**src/rtl/idct_1d.sv**
```systemverilog
// idct_1d: 8-point one-dimensional inverse DCT.
// Collects X[0]..X[7] (one per enabled cycle). A completed block is handed to
// a compute stage that evaluates one output sample per cycle as a full 8-tap
// dot product against a cosine table scaled by 2^15. x[n] is driven
// 9 cycles after the cycle in which X[7] is accepted.
// The optional macro IDCT_SAT_FLAG_EN adds the sat_out port. That port flags
// samples that were clamped to the OUT_W range.
module idct_1d #(
  parameter int IN_W  = 12,
  parameter int OUT_W = 8
) (
  input  logic                    clk,
  input  logic                    rst_n,
  input  logic                    ena_in,
  input  logic                    sync_in,
  input  logic signed [IN_W-1:0]  coeff_in,
  output logic signed [OUT_W-1:0] sample_out,
  output logic                    valid_out,
  output logic                    first_out
`ifdef IDCT_SAT_FLAG_EN
  ,
  output logic                    sat_out
`endif
);

  // CW: cosine table word width. FRAC: table scale, 2^15.
  localparam int CW   = 16;
  localparam int FRAC = 15;
  // PW: product width. SW: width of the 8-term sum; cannot overflow.
  localparam int PW   = IN_W + CW;
  localparam int SW   = PW + 3;
  // DLY: delay stages that align the result with the fixed output latency.
  localparam int DLY  = 4;

  localparam logic signed [SW-1:0] P_HALF = SW'(1 << (FRAC - 1));
  localparam logic signed [SW-1:0] P_MAX  = SW'((1 << (OUT_W - 1)) - 1);
  localparam logic signed [SW-1:0] P_MIN  = ~P_MAX;

  // Table entry j gives cos(j*pi/16)/2 scaled by 2^15. Only j = 1..7 are needed.
  function automatic logic signed [CW-1:0] half_cos(input int j);
    case (j)
      1:       half_cos = 16'sd16069;
      2:       half_cos = 16'sd15137;
      3:       half_cos = 16'sd13623;
      4:       half_cos = 16'sd11585;
      5:       half_cos = 16'sd9102;
      6:       half_cos = 16'sd6270;
      7:       half_cos = 16'sd3196;
      default: half_cos = 16'sd0;
    endcase
  endfunction

  // Returns the basis weight (C(k)/2)*cos((2n+1)k*pi/16).
  // The angle is folded into the first quadrant and the sign is applied.
  // For k = 0 the weight is 1/(2*sqrt2), which is the same value as cos(4*pi/16)/2.
  function automatic logic signed [CW-1:0] coef(input logic [2:0] n, input int k);
    int m;
    m = ((2 * int'(n) + 1) * k) % 32;
    if (k == 0) return half_cos(4);
    if (m > 16) m = 32 - m;
    if (m > 8) return -half_cos(16 - m);
    return half_cos(m);
  endfunction

  // ---------------- input collection ----------------
  logic [2:0]             r_k;
  logic signed [IN_W-1:0] r_in  [0:6];
  logic signed [IN_W-1:0] r_blk [0:7];
  logic                   w_done;

  // The block completes on a normal accept at k=7.
  // A sync accept at k=7 does not complete it, because that accept starts a new block instead.
  assign w_done = ena_in & ~sync_in & (r_k == 3'd7);

  // Input index: advances on each accept. A sync accept stores X[0], so the index restarts at 1.
  always_ff @(posedge clk or negedge rst_n) begin
    if (!rst_n)                  r_k <= '0;
    else if (ena_in && sync_in)  r_k <= 3'd1;
    else if (ena_in)             r_k <= r_k + 3'd1;
  end

  // Partial-block buffer for X[0]..X[6].
  // X[7] is not stored here; it goes straight into the compute buffer.
  always_ff @(posedge clk or negedge rst_n) begin
    if (!rst_n) begin
      for (int i = 0; i < 7; i++) r_in[i] <= '0;
    end else begin
      for (int i = 0; i < 7; i++)
        if (ena_in && (sync_in ? (i == 0) : (r_k == 3'(i))))
          r_in[i] <= coeff_in;
    end
  end

  // ---------------- compute buffer and sample sequencer ----------------
  logic       r_busy;
  logic [2:0] r_n;

  // Ping-pong handover.
  // A finished block is copied into the compute buffer, and samples n = 0..7 are then issued.
  // The next block cannot finish until the last sample has been issued, so there is no overlap.
  always_ff @(posedge clk or negedge rst_n) begin
    if (!rst_n) begin
      r_busy <= 1'b0;
      r_n    <= '0;
      for (int i = 0; i < 8; i++) r_blk[i] <= '0;
    end else if (w_done) begin
      for (int i = 0; i < 7; i++) r_blk[i] <= r_in[i];
      r_blk[7] <= coeff_in;
      r_busy   <= 1'b1;
      r_n      <= '0;
    end else if (r_busy) begin
      r_n <= r_n + 3'd1;
      if (r_n == 3'd7) r_busy <= 1'b0;
    end
  end

  // ---------------- datapath ----------------
  logic signed [CW-1:0] w_coef [0:7];
  logic signed [PW-1:0] w_prod [0:7];

  generate
    for (genvar gi = 0; gi < 8; gi++) begin : g_tap
      assign w_coef[gi] = coef(r_n, gi);
      assign w_prod[gi] = $signed({{IN_W{w_coef[gi][CW-1]}}, w_coef[gi]}) *
                          $signed({{CW{r_blk[gi][IN_W-1]}}, r_blk[gi]});
    end
  endgenerate

  logic signed [PW-1:0] r_prod [0:7];
  logic signed [PW:0]   r_s4   [0:3];
  logic signed [PW+1:0] r_s2   [0:1];
  logic signed [SW-1:0] r_s1;
  logic [3:0]           r_vp;
  logic [3:0]           r_fp;

  // Products, then a three-level adder tree.
  // The valid and first markers travel alongside in a shift register.
  always_ff @(posedge clk or negedge rst_n) begin
    if (!rst_n) begin
      for (int i = 0; i < 8; i++) r_prod[i] <= '0;
      for (int i = 0; i < 4; i++) r_s4[i] <= '0;
      for (int i = 0; i < 2; i++) r_s2[i] <= '0;
      r_s1 <= '0;
      r_vp <= '0;
      r_fp <= '0;
    end else begin
      for (int i = 0; i < 8; i++) r_prod[i] <= w_prod[i];
      for (int i = 0; i < 4; i++)
        r_s4[i] <= {r_prod[2*i][PW-1], r_prod[2*i]} + {r_prod[2*i+1][PW-1], r_prod[2*i+1]};
      for (int i = 0; i < 2; i++)
        r_s2[i] <= {r_s4[2*i][PW], r_s4[2*i]} + {r_s4[2*i+1][PW], r_s4[2*i+1]};
      r_s1 <= {r_s2[0][PW+1], r_s2[0]} + {r_s2[1][PW+1], r_s2[1]};
      r_vp <= {r_vp[2:0], r_busy};
      r_fp <= {r_fp[2:0], r_busy & (r_n == 3'd0)};
    end
  end

  logic signed [SW-1:0]    w_sum_r;
  logic signed [SW-1:0]    w_rnd;
  logic signed [OUT_W-1:0] w_smp;
`ifdef IDCT_SAT_FLAG_EN
  logic                    w_sat;
`endif

  // Rounding adds half an LSB and then shifts right arithmetically (round half up).
  assign w_sum_r = r_s1 + P_HALF;
  assign w_rnd   = w_sum_r >>> FRAC;

  // Saturate the rounded value to the signed OUT_W range.
  always_comb begin
    w_smp = w_rnd[OUT_W-1:0];
`ifdef IDCT_SAT_FLAG_EN
    w_sat = 1'b0;
`endif
    if (w_rnd > P_MAX) begin
      w_smp = P_MAX[OUT_W-1:0];
`ifdef IDCT_SAT_FLAG_EN
      w_sat = 1'b1;
`endif
    end else if (w_rnd < P_MIN) begin
      w_smp = P_MIN[OUT_W-1:0];
`ifdef IDCT_SAT_FLAG_EN
      w_sat = 1'b1;
`endif
    end
  end

  // ---------------- output alignment ----------------
  logic signed [OUT_W-1:0] r_dx [0:DLY-1];
  logic [DLY-1:0]          r_dv;
  logic [DLY-1:0]          r_df;
`ifdef IDCT_SAT_FLAG_EN
  logic [DLY-1:0]          r_ds;
`endif

  // Delay line that sets the fixed latency. Its last stage drives the ports directly.
  always_ff @(posedge clk or negedge rst_n) begin
    if (!rst_n) begin
      for (int i = 0; i < DLY; i++) r_dx[i] <= '0;
      r_dv <= '0;
      r_df <= '0;
`ifdef IDCT_SAT_FLAG_EN
      r_ds <= '0;
`endif
    end else begin
      r_dx[0] <= w_smp;
      for (int i = 1; i < DLY; i++) r_dx[i] <= r_dx[i-1];
      r_dv <= {r_dv[DLY-2:0], r_vp[3]};
      r_df <= {r_df[DLY-2:0], r_fp[3]};
`ifdef IDCT_SAT_FLAG_EN
      r_ds <= {r_ds[DLY-2:0], w_sat & r_vp[3]};
`endif
    end
  end

  assign sample_out = r_dx[DLY-1];
  assign valid_out  = r_dv[DLY-1];
  assign first_out  = r_df[DLY-1];
`ifdef IDCT_SAT_FLAG_EN
  assign sat_out    = r_ds[DLY-1];
`endif

endmodule

```
**config.mk**
```make
export PLATFORM = sky130hd
export DESIGN_NAME = idct_1d
export DESIGN_NICKNAME = d
export VERILOG_FILES = /design/src/rtl/idct_1d.sv
export SDC_FILE = /design/constraint.sdc
export NUM_CORES = 2
export LEC_CHECK = 0
export BUFFER_PORTS_ARGS = -buffer_cell sky130_fd_sc_hd__buf_4
export CAP_MARGIN = 30
export CORE_ASPECT_RATIO = 2
export CORE_MARGIN = 1
export CORE_UTILIZATION = 41
export CTS_CLUSTER_SIZE = 25
export DETAILED_ROUTE_END_ITERATION = 16
export SYNTH_ARGS = -nofsm -noshare
export SYNTH_HDL_FRONTEND = slang
export SYNTH_SLANG_ARGS = --single-unit
```
**constraint.sdc**
```tcl
create_clock -name clk -period 15.9 [get_ports clk]
set_clock_uncertainty 0.1 [all_clocks]
set_input_delay 1.59 -clock clk [delete_from_list [all_inputs] [get_ports clk]]
set_output_delay 1.59 -clock clk [all_outputs]
set_load 0.02 [all_outputs]
```
==> impl_metrics.xml <==
<?xml version="1.0" encoding="UTF-8"?>
<metrics>
  <group name="sta">
    <metric name="totalNegativeSetupSlack" unit="ns">0</metric>
    <metric name="worst_slew_pin_slew" unit="ns">1.05</metric>
    <metric name="rsz_0062_raised_after_global_routing" unit="">no</metric>
    <metric name="fin_hold_ws" unit="ns">0.248</metric>
    <metric name="worst_slew_margin_rel" unit="">0.298</metric>
    <metric name="maxClockFrequency" unit="MHz">101</metric>
    <metric name="slew_violations" unit="">0</metric>
    <metric name="report.final.hold_viol_count" unit="">0</metric>
    <metric name="final_min_period_over_clock_period" unit="">0.625</metric>
    <metric name="setup-violations-final" unit="">0</metric>
    <metric name="finalWorstPathRequiredPeriod" unit="ns">9.93</metric>
  </group>
  <group name="clock_network">
    <metric name="post_cts_hold_buffer_count" unit="">0</metric>
    <metric name="clk_latency" unit="ns">0.71</metric>
    <metric name="root_buffer" unit="">clkbuf_16</metric>
    <metric name="post-cts-setup-buffers" unit="">0</metric>
    <metric name="cts_resized" unit="">0</metric>
    <metric name="ctsLongestPathBuffers" unit="">3</metric>
    <metric name="cts.sinks" unit="">651</metric>
    <metric name="cts_buffers" unit="">61</metric>
    <metric name="maximum_level_of_the_cts_h_tree" unit="">2</metric>
    <metric name="path_clk_slew" unit="ns">0.08</metric>
    <metric name="tritoncts" unit="">built</metric>
  </group>
  <group name="hold_path">
    <metric name="min_path_type" unit="">register to register</metric>
    <metric name="worst_hold_startpoint" unit="">r_dv[2]</metric>
  </group>
  <group name="floorplanning">
    <metric name="initial_core_util" unit="">0.413</metric>
    <metric name="die_area" unit="mm^2">0.185</metric>
    <metric name="floorplan.core_area" unit="mm^2">0.181</metric>
    <metric name="placement_rows" unit="">221</metric>
    <metric name="fp.dieH" unit="um">607</metric>
    <metric name="die-width" unit="um">304</metric>
    <metric name="design.portCount" unit="">26</metric>
  </group>
  <group name="synthesis">
    <metric name="synth.net_count" unit="">9315</metric>
    <metric name="syn-mean-instance-area" unit="um^2">10.2</metric>
    <metric name="synth.lib_cells_used.distinct" unit="">89</metric>
    <metric name="synth-main-ff-cell" unit="">dfrtp_1</metric>
    <metric name="synth_sequential_area_ratio" unit="">0.217</metric>
    <metric name="yosys_register_bits" unit="">651</metric>
    <metric name="async_reset_ff_frac" unit="">1.00</metric>
    <metric name="netlist_instances" unit="">7353</metric>
    <metric name="synth.cell_area" unit="mm^2">0.0750</metric>
    <metric name="yosys_warnings" unit="">0</metric>
    <metric name="synth_edf_count" unit="">0</metric>
  </group>
  <group name="final_layout">
    <metric name="final_cell_count_no_fill" unit="">9732</metric>
    <metric name="final_cell_area" unit="mm^2">0.0801</metric>
    <metric name="multiInputGateArea" unit="mm^2">0.0522</metric>
    <metric name="fillerInstances" unit="">17300</metric>
    <metric name="sequential_cell_area" unit="mm^2">0.0163</metric>
    <metric name="synthToLayoutAreaGrowth" unit="%">6.78</metric>
    <metric name="share_of_cells_above_drive_strength_1" unit="">0.0582</metric>
    <metric name="finalNetCount" unit="">9268</metric>
  </group>
  <group name="placed_design">
    <metric name="placement.cell_area" unit="mm^2">0.0778</metric>
    <metric name="portBuffers" unit="">25</metric>
    <metric name="place.detailed.hpwl" unit="um">172000</metric>
    <metric name="globalplace.congestion" unit="">0.922</metric>
    <metric name="placedCellCount" unit="">9582</metric>
  </group>
  <group name="critical_path">
    <metric name="worst_path_max_delay_cell" unit="">dfrtp_1</metric>
    <metric name="worst_r2r_startpoint" unit="">r_n[0]</metric>
    <metric name="critical_path.max_stage_delay" unit="ns">0.91</metric>
    <metric name="critical_path_data_arrival_time" unit="ns">10.39</metric>
    <metric name="crit_path_frequent_cell" unit="">fa_1</metric>
    <metric name="criticalPathCategory" unit="">register to register</metric>
    <metric name="worst_setup_path_startpoint" unit="">r_n[0]</metric>
    <metric name="end_kind" unit="">register</metric>
    <metric name="cp_data_required_time" unit="ns">16.36</metric>
    <metric name="cp-start-kind" unit="">register</metric>
    <metric name="critical_path_peak_fanout" unit="">30</metric>
  </group>
  <group name="routing">
    <metric name="drt_iter0_markers" unit="">2134</metric>
    <metric name="wire_per_inst" unit="um">21.0</metric>
    <metric name="dr.pass1.iters" unit="">7</metric>
    <metric name="postRouteAntennaNets" unit="">0</metric>
    <metric name="routed_wirelength" unit="um">205000</metric>
    <metric name="via_per_inst" unit="">5.18</metric>
    <metric name="via_count" unit="">50400</metric>
    <metric name="drc_errors" unit="">0</metric>
  </group>
  <group name="global_routing">
    <metric name="total_grt_usage" unit="">0.230</metric>
    <metric name="grt_pass1_wl" unit="um">320000</metric>
    <metric name="grt_max_degree" unit="">100</metric>
    <metric name="global_route.overflow_total" unit="">0</metric>
    <metric name="initial_antenna_violation_count" unit="">14</metric>
    <metric name="via_count_of_the_first_global_routing_pass" unit="">56700</metric>
  </group>
  <group name="run">
    <metric name="max_cap_viol_count" unit="">0</metric>
  </group>
  <group name="run_status">
    <metric name="outcome" unit="">completed</metric>
  </group>
</metrics>
registers in the layout, indices dropped and copies added (netlist names), 4 cells and up:
signal and count:
r_s2 60, r_in 84, r_fp 4, r_blk 96, r_s4 116, r_s1 17
sample_out 8, r_prod 223, r_vp 4, r_dx 24, r_dv 4, r_df 4
final timing paths:
check / end / cells after the start / slack (ns)
max reg2reg: r_prod[27] / 29 / 5.97
max: r_prod[27] / 29 / 5.97
max in group asynchronous: r_prod[25] / 4 / 11.86
min: r_dv[3] / 0 / 0.25
min reg2reg: r_dv[3] / 0 / 0.25
min in group asynchronous: r_prod[220] / 1 / 0.80
cells by family (layout without fill, tap and decap cells):
group / count (synthesis) / in the layout / share of synthesized area
fa+ha+maj: 1947 / 1947 / 0.447
buf+inv: 1728 / 1734 / 0.0869
simple gates: 1625 / 1625 / 0.104
compound gates: 857 / 857 / 0.0754
flops: 651 / 651 / 0.217
xor+xnor: 361 / 361 / 0.0422
mux: 184 / 184 / 0.0274
other cells: 0 / 32 / 0
cells in the mapped netlist (all sizes together), types with 8 or more instances:
cell / n / area [um^2]
a211o: 8 / 70.1
a211oi: 47 / 363
a21boi: 17 / 128
a21o: 79 / 593
a21oi: 241 / 1210
a221oi: 9 / 91.3
a31oi: 30 / 188
and2: 218 / 1360
and3: 44 / 275
buf: 16 / 90.1
clkbuf: 173 / 649
dfrtp: 651 / 16300
fa: 1218 / 24400
ha: 728 / 9110
inv: 1534 / 5760
mux2: 173 / 1950
mux2i: 11 / 110
nand2: 621 / 2330
nand2b: 84 / 526
nand3: 78 / 390
nand4: 13 / 81.3
nor2: 270 / 1010
nor2b: 108 / 676
nor3: 84 / 420
nor4: 16 / 100
o2111ai: 8 / 70.1
o211ai: 24 / 185
o21a: 68 / 510
o21ai: 175 / 876
o21bai: 39 / 293
o22ai: 10 / 62.6
o31ai: 20 / 169
or2: 32 / 200
or3: 29 / 181
xnor2: 294 / 2570
xor2: 67 / 587
metal layers:
layer  track usage  wire length, um  share of wire
met3        0.0214             5730          0.028
met1         0.213            64100           0.31
met2         0.445           115000           0.56
met5             0               27        0.00013
met4         0.197            19900          0.097
layout make-up:
| type | instances | share of cell area |
|---|---|---|
| clock buffer | 81 | 0.0216 |
| clock inverter | 35 | 0.00520 |
| multi-input combinational | 4974 | 0.652 |
| sequential | 651 | 0.203 |
| timing repair buffer | 79 | 0.00808 |
| antenna | 32 | 0.00100 |
| tap | 2341 | 0.0366 |
| inverter | 1539 | 0.0721 |
per-stage QoR:
stage / setup slack [ns] / utilization
detailed placement: 6.04 / 0.429
global placement: 6.18 / 0.428
floorplan: 7.42 / -
finish: 5.97 / 0.441
CTS: 6.03 / 0.441
global route: 5.44 / 0.441
critical path: cells and delay by family (launching register included):
family | cells | cell delay, ns
flip-flops | 1 | 0.91
AND/OR/NAND/NOR | 3 | 0.70
buffers and inverters | 8 | 1.93
AO/OA/AOI/OAI | 5 | 1.35
adder cells (fa/ha/maj) | 8 | 3.86
XOR/XNOR | 5 | 0.96
cells in the final DEF, fill, tap and decap left out, drive strengths merged, types with 8 or more instances in the layout:
cell type	instances
nor2	270
or2	32
o21ai	175
a21boi	17
and3	44
and2	218
clkbuf	81
xnor2	294
nor2b	108
diode	32
o21bai	39
nand2b	84
or3	29
a21oi	241
fa	1218
nand4	13
nor3	84
a221oi	9
nand2	621
mux2	173
buf	79
inv	1541
a211o	8
a21o	79
o2111ai	8
ha	728
clkinv	21
xor2	67
nor4	16
o22ai	10
a211oi	47
o21a	68
o211ai	24
o31ai	20
dfrtp	651
a31oi	30
nand3	78
mux2i	11
Power is left out: the tool's default activity adds up to more than one toggle a clock period on the data nets, which glitch-free logic cannot reach.
